### src/rtl/ins_memory_pipe_if.sv
// Loader and IF-stage bus for ins_memory_pipe.
// The master drives load/fetch requests; the slave is the memory.
interface ins_memory_pipe_if #(
  parameter int unsigned DATA_W = 16,
  parameter int unsigned ADDR_W = 16,
  parameter int unsigned DEPTH  = 16
);
  localparam int unsigned IDX_W = $clog2(DEPTH);

  logic              ld_we;
  logic [IDX_W-1:0]  ld_addr;
  logic [DATA_W-1:0] ld_data;
  logic              ld_done;
  logic              ready;
  logic              fetch_en;
  logic [ADDR_W-1:0] address;
  logic              stall;
  logic              flush;
  logic [DATA_W-1:0] ins_out;
  logic              ins_valid;
  logic              addr_err;
  logic [IDX_W:0]    ld_count;

  modport master (
    output ld_we, ld_addr, ld_data, ld_done, fetch_en, address, stall, flush,
    input  ready, ins_out, ins_valid, addr_err, ld_count
  );

  modport slave (
    input  ld_we, ld_addr, ld_data, ld_done, fetch_en, address, stall, flush,
    output ready, ins_out, ins_valid, addr_err, ld_count
  );
endinterface

### src/rtl/ins_memory_pipe.sv
// Loadable instruction memory with a one-cycle registered fetch port,
// address-error detection and stall/flush control for the IF stage.
module ins_memory_pipe #(
  parameter int unsigned          DATA_W     = 16,
  parameter int unsigned          ADDR_W     = 16,
  parameter int unsigned          DEPTH      = 16,
  parameter int unsigned          BYTE_SHIFT = 2,
  parameter logic [DATA_W-1:0]    NOP_WORD   = '0
) (
  input  logic                clk,
  input  logic                rst_n,
  ins_memory_pipe_if.slave    bus
);

  localparam int unsigned IDX_W = $clog2(DEPTH);
  localparam int unsigned CNT_W = IDX_W + 1;

  typedef enum logic {
    S_LOAD,
    S_RUN
  } state_t;

  state_t state_q, state_d;

  logic [DATA_W-1:0] mem_q [DEPTH];
  logic [CNT_W-1:0]  ld_count_q, ld_count_d;
  logic [DATA_W-1:0] ins_q, ins_d;
  logic              valid_q, valid_d;
  logic              err_q, err_d;

  logic              load_we;
  logic [ADDR_W-1:0] idx_full;
  logic              misaligned;
  logic              bad_addr;

  assign load_we = (state_q == S_LOAD) && bus.ld_we;

  // Range check on the full shifted address so out-of-range PCs never alias
  assign idx_full = bus.address >> BYTE_SHIFT;

  if (BYTE_SHIFT > 0) begin : g_align
    assign misaligned = |bus.address[BYTE_SHIFT-1:0];
  end else begin : g_noalign
    assign misaligned = 1'b0;
  end

  assign bad_addr = (idx_full >= ADDR_W'(DEPTH)) || misaligned;

  // Array has no reset so the program survives a reset pulse
  always_ff @(posedge clk) begin
    if (load_we) begin
      mem_q[bus.ld_addr] <= bus.ld_data;
    end
  end

  always_ff @(posedge clk or negedge rst_n) begin
    if (!rst_n) begin
      state_q    <= S_LOAD;
      ld_count_q <= '0;
      ins_q      <= NOP_WORD;
      valid_q    <= 1'b0;
      err_q      <= 1'b0;
    end else begin
      state_q    <= state_d;
      ld_count_q <= ld_count_d;
      ins_q      <= ins_d;
      valid_q    <= valid_d;
      err_q      <= err_d;
    end
  end

  always_comb begin
    state_d    = state_q;
    ld_count_d = ld_count_q;
    if (load_we && (ld_count_q != CNT_W'(DEPTH))) begin
      ld_count_d = ld_count_q + 1'b1;
    end
    case (state_q)
      S_LOAD: begin
        if (bus.ld_done || (load_we && (ld_count_d == CNT_W'(DEPTH)))) begin
          state_d = S_RUN;
        end
      end
      S_RUN:   state_d = S_RUN;
      default: state_d = S_LOAD;
    endcase
  end

  // Priority: flush > stall > fetch; LOAD leaves outputs at reset values
  always_comb begin
    ins_d   = ins_q;
    valid_d = valid_q;
    err_d   = err_q;
    if (state_q == S_RUN) begin
      if (bus.flush) begin
        ins_d   = NOP_WORD;
        valid_d = 1'b0;
        err_d   = 1'b0;
      end else if (!bus.stall) begin
        if (!bus.fetch_en) begin
          ins_d   = NOP_WORD;
          valid_d = 1'b0;
          err_d   = 1'b0;
        end else if (bad_addr) begin
          ins_d   = NOP_WORD;
          valid_d = 1'b0;
          err_d   = 1'b1;
        end else begin
          ins_d   = mem_q[idx_full[IDX_W-1:0]];
          valid_d = 1'b1;
          err_d   = 1'b0;
        end
      end
    end
  end

  assign bus.ready     = (state_q == S_RUN);
  assign bus.ins_out   = ins_q;
  assign bus.ins_valid = valid_q;
  assign bus.addr_err  = err_q;
  assign bus.ld_count  = ld_count_q;

endmodule

### src/flat_wrapper.sv
// flat-port wrapper written by rule: the top's interface ports become plain ports
module ins_memory_pipe_flat 
#(
  parameter int unsigned          DATA_W     = 16,
  parameter int unsigned          ADDR_W     = 16,
  parameter int unsigned          DEPTH      = 16,
  parameter int unsigned          BYTE_SHIFT = 2,
  parameter logic [DATA_W-1:0]    NOP_WORD   = '0
)
  (clk, rst_n, bus_ld_we, bus_ld_addr, bus_ld_data, bus_ld_done, bus_fetch_en, bus_address, bus_stall, bus_flush, bus_ready, bus_ins_out, bus_ins_valid, bus_addr_err, bus_ld_count);
  ins_memory_pipe_if #(.DATA_W(DATA_W), .ADDR_W(ADDR_W), .DEPTH(DEPTH)) bus_i ();
  input  logic clk;
  input  logic rst_n;
  input wire logic [$bits(bus_i.ld_we)-1:0] bus_ld_we;
  input wire logic [$bits(bus_i.ld_addr)-1:0] bus_ld_addr;
  input wire logic [$bits(bus_i.ld_data)-1:0] bus_ld_data;
  input wire logic [$bits(bus_i.ld_done)-1:0] bus_ld_done;
  input wire logic [$bits(bus_i.fetch_en)-1:0] bus_fetch_en;
  input wire logic [$bits(bus_i.address)-1:0] bus_address;
  input wire logic [$bits(bus_i.stall)-1:0] bus_stall;
  input wire logic [$bits(bus_i.flush)-1:0] bus_flush;
  output wire logic [$bits(bus_i.ready)-1:0] bus_ready;
  output wire logic [$bits(bus_i.ins_out)-1:0] bus_ins_out;
  output wire logic [$bits(bus_i.ins_valid)-1:0] bus_ins_valid;
  output wire logic [$bits(bus_i.addr_err)-1:0] bus_addr_err;
  output wire logic [$bits(bus_i.ld_count)-1:0] bus_ld_count;
  assign bus_i.ld_we = bus_ld_we;
  assign bus_i.ld_addr = bus_ld_addr;
  assign bus_i.ld_data = bus_ld_data;
  assign bus_i.ld_done = bus_ld_done;
  assign bus_i.fetch_en = bus_fetch_en;
  assign bus_i.address = bus_address;
  assign bus_i.stall = bus_stall;
  assign bus_i.flush = bus_flush;
  assign bus_ready = bus_i.ready;
  assign bus_ins_out = bus_i.ins_out;
  assign bus_ins_valid = bus_i.ins_valid;
  assign bus_addr_err = bus_i.addr_err;
  assign bus_ld_count = bus_i.ld_count;
  ins_memory_pipe #(.DATA_W(DATA_W), .ADDR_W(ADDR_W), .DEPTH(DEPTH), .BYTE_SHIFT(BYTE_SHIFT), .NOP_WORD(NOP_WORD)) u_core (.clk(clk), .rst_n(rst_n), .bus(bus_i));
endmodule
### config.mk
export PLATFORM = sky130hd
export DESIGN_NAME = ins_memory_pipe_flat
export DESIGN_NICKNAME = d
export VERILOG_FILES = /design/src/rtl/ins_memory_pipe_if.sv /design/src/rtl/ins_memory_pipe.sv /design/src/flat_wrapper.sv
export SDC_FILE = /design/constraint.sdc
export NUM_CORES = 1
export LEC_CHECK = 0
export ABC_AREA = 1
export ABC_CLOCK_PERIOD_IN_PS = 4400
export CORE_MARGIN = 1
export CORE_UTILIZATION = 25
export DETAILED_ROUTE_END_ITERATION = 8
export HOLD_SLACK_MARGIN = 0.08
export PLACE_DENSITY = 0.44
export SLEW_MARGIN = 20
export SYNTH_ARGS = -nofsm -noshare
export SYNTH_HDL_FRONTEND = slang
export SYNTH_SLANG_ARGS = --single-unit
### constraint.sdc
create_clock -name clk -period 4.4 [get_ports clk]
set_input_delay 0.44 -clock clk [delete_from_list [all_inputs] [get_ports clk]]
set_output_delay 0.44 -clock clk [all_outputs]
set_load 0.01 [all_outputs]
==> run_results.csv, run 1 <==
group,metric,value,unit
clock_tree,root_buffer,"clkbuf_16",
die,rows,77,
timing,min_period,2.34,ns
logic_synthesis,synth-seq-cells,280,
clock_tree,cts.sinks,280,
logic_synthesis,synthCells,962,
logic_synthesis,synth_top_family_by_area,"simple AND/OR/NAND/NOR gates",
logic_synthesis,yosys_warnings,0,
die,initial_core_util,25.5,%
die,coreArea,44400,sq um
logic_synthesis,async_reset_ff_share,8.57,%
logic_synthesis,synth_top_area_cell,"edfxtp_1",
logic_synthesis,synthTopCellsByArea,"edfxtp_1 68%, nand3_1 11%, nand2_1 11%",
routing,drc_errors,0,
setup_path,worst-endpoint-required,4.59,ns
routing,totalWireLength,34000,um
timing,finalSetupViolations,0,
setup_path,path_max_fanout,16,
power_and_ir_drop,power_density,425,nW/um^2
logic_synthesis,synth_compound_area_share,0.221,%
die,die_x,215,um
setup_path,end_kind,"flip-flop",
logic_synthesis,synthMuxAreaShare,0,%
cells_and_area,fill_cells,4475,
routing,postRouteAntennaNets,0,
logic_synthesis,yosys.area_share.adder,0.221,%
logic_synthesis,synth_ff_type,"edfxtp_1",
cells_and_area,nets,1062,
die,die_area,46100,sq um
routing,vias_per_cell,4.53,
global_route,grtUsageTotal,14.6,%
timing,hold_viol,0,
clock_tree,clockBufferDepth,3,
timing,period_share,53.1,%
logic_synthesis,syn_nets,1007,
setup_path,cpMaxStageDelayCell,"nor2_2",
clock_tree,cts_resized,0,
logic_synthesis,synth-xor-area-share,0,%
setup_path,path_class,"flip-flop to flip-flop",
cells_and_area,syn_to_final_growth,19.0,%
status,outcome,"finished clean",
clock_tree,cts_setup_buffers,0,
clock_tree,worstSkewPairLatency,0.57,ns
routing,drtPass1Iterations,5,
placement,hpwl,21000,um
flow_run,maxCapViolations,0,
placement,portBuffers,66,
clock_tree,htreeDepth,1,
min_path,hold_class,"input port to async pin",
placement,dpl_cell_area,12500,sq um
timing,rsz0062_at_grt,"no",
routing,vias,7397,
global_route,grt_pass1_wl,49900,um
placement,gp_congestion,0.804,
timing,hold_slack,0.257,ns
logic_synthesis,yosysTopAreaCellShare,67.9,%
setup_path,arrival,2.52,ns
setup_path,slowest_delay,0.85,ns
logic_synthesis,synth-edff-count,256,
logic_synthesis,syn_avg_cell_area,11.8,sq um
clock_tree,numCtsBuffers,30,
setup_path,path_common_cell,"inv_1",
timing,worst_pin_slew,1.03,ns
power_and_ir_drop,peakVddDrop,234,uV
routing,wl_per_cell,20.8,um
timing,slew_headroom,31.0,%
cells_and_area,layout_commonest_cell,"nand2_1",
cells_and_area,diodes,0,
placement,dp_cells,1577,
cells_and_area,layout_common_cells,"319 x nand2_1, 256 x edfxtp_1, 250 x nand3_1, 64 x clkdlybuf4s50_1, 31 x clkbuf_16",
setup_path,start_kind,"flip-flop",
clock_tree,holdBufCountCts,0,
clock_tree,clk_pin_slew,0.06,ns
global_route,grt_pass1_vias,7153,
logic_synthesis,synth_area,11300,sq um
logic_synthesis,synth-simple-area-share,22.9,%
global_route,antenna_found_initial,0,
setup_path,path_cells,"inv_1 -> nand2_1 -> inv_1 -> nand3b_1 -> nor2_2",
power_and_ir_drop,p_leak,4.75,nW
timing,maxSlewViolCount,0,
cells_and_area,layout-drive-gt1-share,7.12,%
global_route,gr-total-overflow,0,
clock_tree,cts_tree,"done",
setup_path,r2r_slack,2.06,ns
timing,setup_tns,0,ns
timing,fin_skew,0.0180,ns
routing,drtIter0Drc,667,
die,io_pins,67,
cells_and_area,final_cells,1632,
logic_synthesis,yosysUniqueCellTypes,20,
cells_and_area,finalInstanceArea,13500,sq um
timing,fmax,428,MHz
die,die_h,215,um
logic_synthesis,yosysSeqAreaShare,73.2,%
global_route,grt_start_max_net_pins,65,
-- cells by family (layout without fill, tap and decap cells) --
group                    Yosys count  in the layout
AND/OR/NAND/NOR                  604            604
buffers and inverters             71            149
flip-flops                       280            280
AO/OA/AOI/OAI                      5              5
adder cells (fa/ha/maj)            2              2
-- Yosys cell counts (all sizes together) (2+ instances only) --
cell and instances:
a21oi 2, buf 46, clkbuf 7, dfrtp 24, edfxtp 256, ha 2
inv 17, nand2 320, nand3 250, nor2 32, o21ai 3
-- layer usage --
layer | wire length, um | vias to the layer above | GRT usage (%)
li1 | - | 3483 | -
met1 | 16800 | 3630 | 22.3
met2 | 14400 | 243 | 21.2
met3 | 2040 | 41 | 2.43
met4 | 665 | 0 | 4.07
met5 | 0 | - | 0
-- report_power, final --
| part | switching, W | internal (W) | total, W |
|---|---|---|---|
| logic | 0.000243 | 0.0000928 | 0.000336 |
| registers | 0.00000321 | 0.00291 | 0.00291 |
| clock network | 0.00103 | 0.00145 | 0.00248 |
| total | 0.00128 | 0.00445 | 0.00573 |
-- through the flow --
step / utilization [%] / setup WS [ns] / power, W
final: 30.3 / 2.06 / 0.00573
after global routing: 30.3 / 1.87 / 0.00591
after CTS: 30.3 / 2.04 / 0.00578
after floorplan: - / 2.42 / 0.00312
after global placement: 28.2 / 1.52 / 0.00331
after detailed placement: 28.2 / 1.57 / 0.00331
-- path summary, 6_finish.rpt --
kind	startpoint	end	cells past startpoint
min in group clk	bus_ld_done	u_core.bus.ready	3
max	u_core.bus.ready	u_core.mem_q[6][8]	5
min reg2reg	u_core.bus.ins_valid	u_core.bus.ins_valid	2
min	rst_n	u_core.bus.ld_count[3]	2
max reg2reg	u_core.bus.ready	u_core.mem_q[6][8]	5
max in group asynchronous	rst_n	u_core.bus.ins_out[12]	2
-- critical path, delay by kind of cell (launching register included) --
kind	cells	cell delay [ns]
buffers and inverters	2	0.36
flip-flops	1	0.38
AND/OR/NAND/NOR	3	1.22
-- state kept, by name, summed over array words and instances, names as in the netlist --
signal / flops
u_core.bus.addr_err: 1
u_core.bus.ins_out: 16
u_core.bus.ins_valid: 1
u_core.bus.ld_count: 5
u_core.bus.ready: 1
u_core.mem_q: 256
-- layout make-up --
| cell class | count | area, sq um | area share [%] |
|---|---|---|---|
| clock buffer | 37 | 798 | 5.93 |
| inverter | 18 | 70.1 | 0.520 |
| clock inverter | 18 | 159 | 1.18 |
| sequential | 280 | 8290 | 61.5 |
| timing repair buffer | 76 | 728 | 5.41 |
| multi-input combinational | 611 | 2690 | 19.9 |
| tap | 592 | 741 | 5.50 |
Power figures use the tool's default switching activity.
==> inputs of run 2 (changes only) <==
ABC_CLOCK_PERIOD_IN_PS = 1900   (was 4400)
PLACE_DENSITY = 0.45   (was 0.44)
clock period = 1.9 ns   (was 4.4 ns; I/O delays follow)
==> run 2 against run 1 <==
  * Cell count rose by 3.9%
  * Largest power group unchanged
  * Worst setup slack got worse by 1.9 ns
  * Wire length fell by 8.7%
==> run_results.csv, run 2 (synthesized netlist as in run 1, its figures left out) <==
group,metric,value,unit
status,outcome,"finished clean",
routing,postRouteAntennaNets,0,
clock_tree,cts_setup_buffers,0,
timing,fmax,568,MHz
placement,gp_congestion,0.808,
global_route,gr-total-overflow,0,
power_and_ir_drop,p_sw_share,21.6,%
power_and_ir_drop,clkPwrFrac,45.2,%
placement,portBuffers,66,
global_route,antenna_found_initial,1,
cells_and_area,layout_commonest_cell,"nand2_1",
power_and_ir_drop,peakVddDrop,439,uV
setup_path,reg2regPathDepth,7,
clock_tree,cts.sinks,280,
setup_path,crit_buf_inv,1,
placement,dp_cells,1634,
cells_and_area,diodes,0,
timing,period_share,92.6,%
setup_path,crit_family,"buffers and inverters",
min_path,worstHoldPathCells,3,
timing,min_period,1.76,ns
placement,hpwl,20400,um
die,die_area,46100,sq um
cells_and_area,final_cells,1695,
power_and_ir_drop,seqPwrFrac,49.0,%
setup_path,end_kind,"primary output",
setup_path,path_cells,"clkdlybuf4s50_1",
global_route,grt_pass1_vias,7646,
min_path,hold_start,"bus_ld_done",
power_and_ir_drop,power_density,964,nW/um^2
die,coreArea,44400,sq um
cells_and_area,top_register,"u_core.mem_q",
clock_tree,clk_pin_slew,0.05,ns
die,rows,77,
setup_path,r2r_slack,0.24,ns
routing,drtIter0Drc,672,
setup_path,worst-endpoint-required,1.71,ns
power_and_ir_drop,p_sw,0.00297,W
routing,drtPass1Iterations,5,
timing,hold_viol,0,
cells_and_area,layout_common_cells,"319 x nand2_1, 256 x edfxtp_1, 250 x nand3_1, 64 x clkdlybuf4s50_1, 48 x buf_4",
clock_tree,htreeDepth,2,
die,die_h,215,um
global_route,grt_pass1_wl,47500,um
min_path,hold_class,"input port to flip-flop",
placement,dpl_cell_area,13200,sq um
die,io_pins,67,
setup_path,path_max_fanout,8,
cells_and_area,layout-drive-gt1-share,12.4,%
cells_and_area,largest_reg_flops,256,
power_and_ir_drop,intPower,0.0108,W
setup_path,arrival,1.57,ns
timing,fin_skew,0.0199,ns
die,die_x,215,um
routing,vias_per_cell,4.42,
timing,rsz0062_at_grt,"no",
global_route,grt_start_max_net_pins,65,
timing,hold_slack,0.286,ns
clock_tree,numCtsBuffers,34,
routing,vias,7492,
setup_path,start_kind,"flip-flop",
timing,finalSetupViolations,0,
setup_path,slowest_delay,0.59,ns
clock_tree,root_buffer,"clkbuf_16",
timing,slew_headroom,74.5,%
die,initial_core_util,25.5,%
clock_tree,clockBufferDepth,3,
flow_run,maxCapViolations,0,
timing,worst_pin_slew,0.382,ns
cells_and_area,syn_to_final_growth,26.2,%
setup_path,path_depth,1,
clock_tree,cts_resized,0,
setup_path,cpMaxStageDelayCell,"clkdlybuf4s50_1",
timing,maxSlewViolCount,0,
clock_tree,cts_tree,"done",
placement,dp_slack,0.0448,ns
cells_and_area,finalInstanceArea,14300,sq um
setup_path,r2r_start,"u_core.bus.ready",
setup_path,r2r_end,"u_core.mem_q[12][1]",
cells_and_area,nets,1124,
setup_path,path_class,"flip-flop to primary output",
setup_path,cp-startpoint,"u_core.bus.ld_count[2]",
global_route,grtUsageTotal,13.6,%
setup_path,cp-endpoint,"bus_ld_count[2]",
routing,totalWireLength,31000,um
clock_tree,worstSkewPairLatency,0.51,ns
timing,fin_ws,0.141,ns
routing,wl_per_cell,18.3,um
routing,drc_errors,0,
power_and_ir_drop,p_leak,5.18,nW
power_and_ir_drop,comb_power_share,5.8,%
-- run 2: layout make-up --
| type | instances | area (sq um) |
|---|---|---|
| Multi-Input combinational cell | 611 | 2690 |
| Inverter | 18 | 68.8 |
| Clock buffer | 47 | 952 |
| Timing Repair Buffer | 134 | 1420 |
| Fill cell | 4460 | 30100 |
| Clock inverter | 13 | 124 |
| Sequential cell | 280 | 8290 |
| Tap cell | 592 | 741 |
-- run 2: through the flow --
| step | power (W) | util, % | TNS, ns |
|---|---|---|---|
| floorplan | 0.00723 | - | -11.91 |
| global placement | 0.00768 | 29.7 | 0 |
| detailed placement | 0.00768 | 29.7 | 0 |
| CTS | 0.0139 | 32.1 | 0 |
| global route | 0.0142 | 32.1 | 0 |
| finish | 0.0138 | 32.1 | 0 |
-- run 2: what timing repair did --
item                                    in CTS  in global routing
endpoints found under the setup margin       0                  0
hold endpoints to repair                    24                  0
hold buffers                                 1                  0
-- run 2: tightest hold or removal path, delay by kind of cell --
family / cells / cell delay (ns)
buffers and inverters: 1 / 0.46
AND/OR/NAND/NOR: 2 / 0.09
-- run 2: layer usage --
metal	up-vias	track usage [%]	part of all wire, %
li1	3611	-	-
met1	3616	19.5	48
met2	221	21.3	45
met3	42	2.42	5.8
met4	2	3.24	1.7
met5	-	0	0.039
-- run 2: power by group through the flow --
| stage | Sequential, W | Clock (W) | Combinational [W] |
|---|---|---|---|
| final | 0.00673 | 0.00622 | 0.000802 |
| after CTS | 0.00673 | 0.00639 | 0.000817 |
| after global placement | 0.00686 | 0 | 0.000814 |
| after detailed placement | 0.00686 | 0 | 0.000815 |
| after global routing | 0.00673 | 0.00661 | 0.000887 |
| after floorplan | 0.00687 | 0 | 0.000368 |
-- run 2: how the worst min path moves through the flow --
stage / endpoint / slack, ns
final: u_core.bus.ready / 0.29
after global placement: u_core.bus.ins_out[14] / 0.47
after detailed placement: u_core.bus.ins_out[0] / 0.47
after CTS: u_core.bus.ready / 0.27
after global routing: u_core.bus.ready / 0.32
after floorplan: u_core.bus.addr_err / -0.11
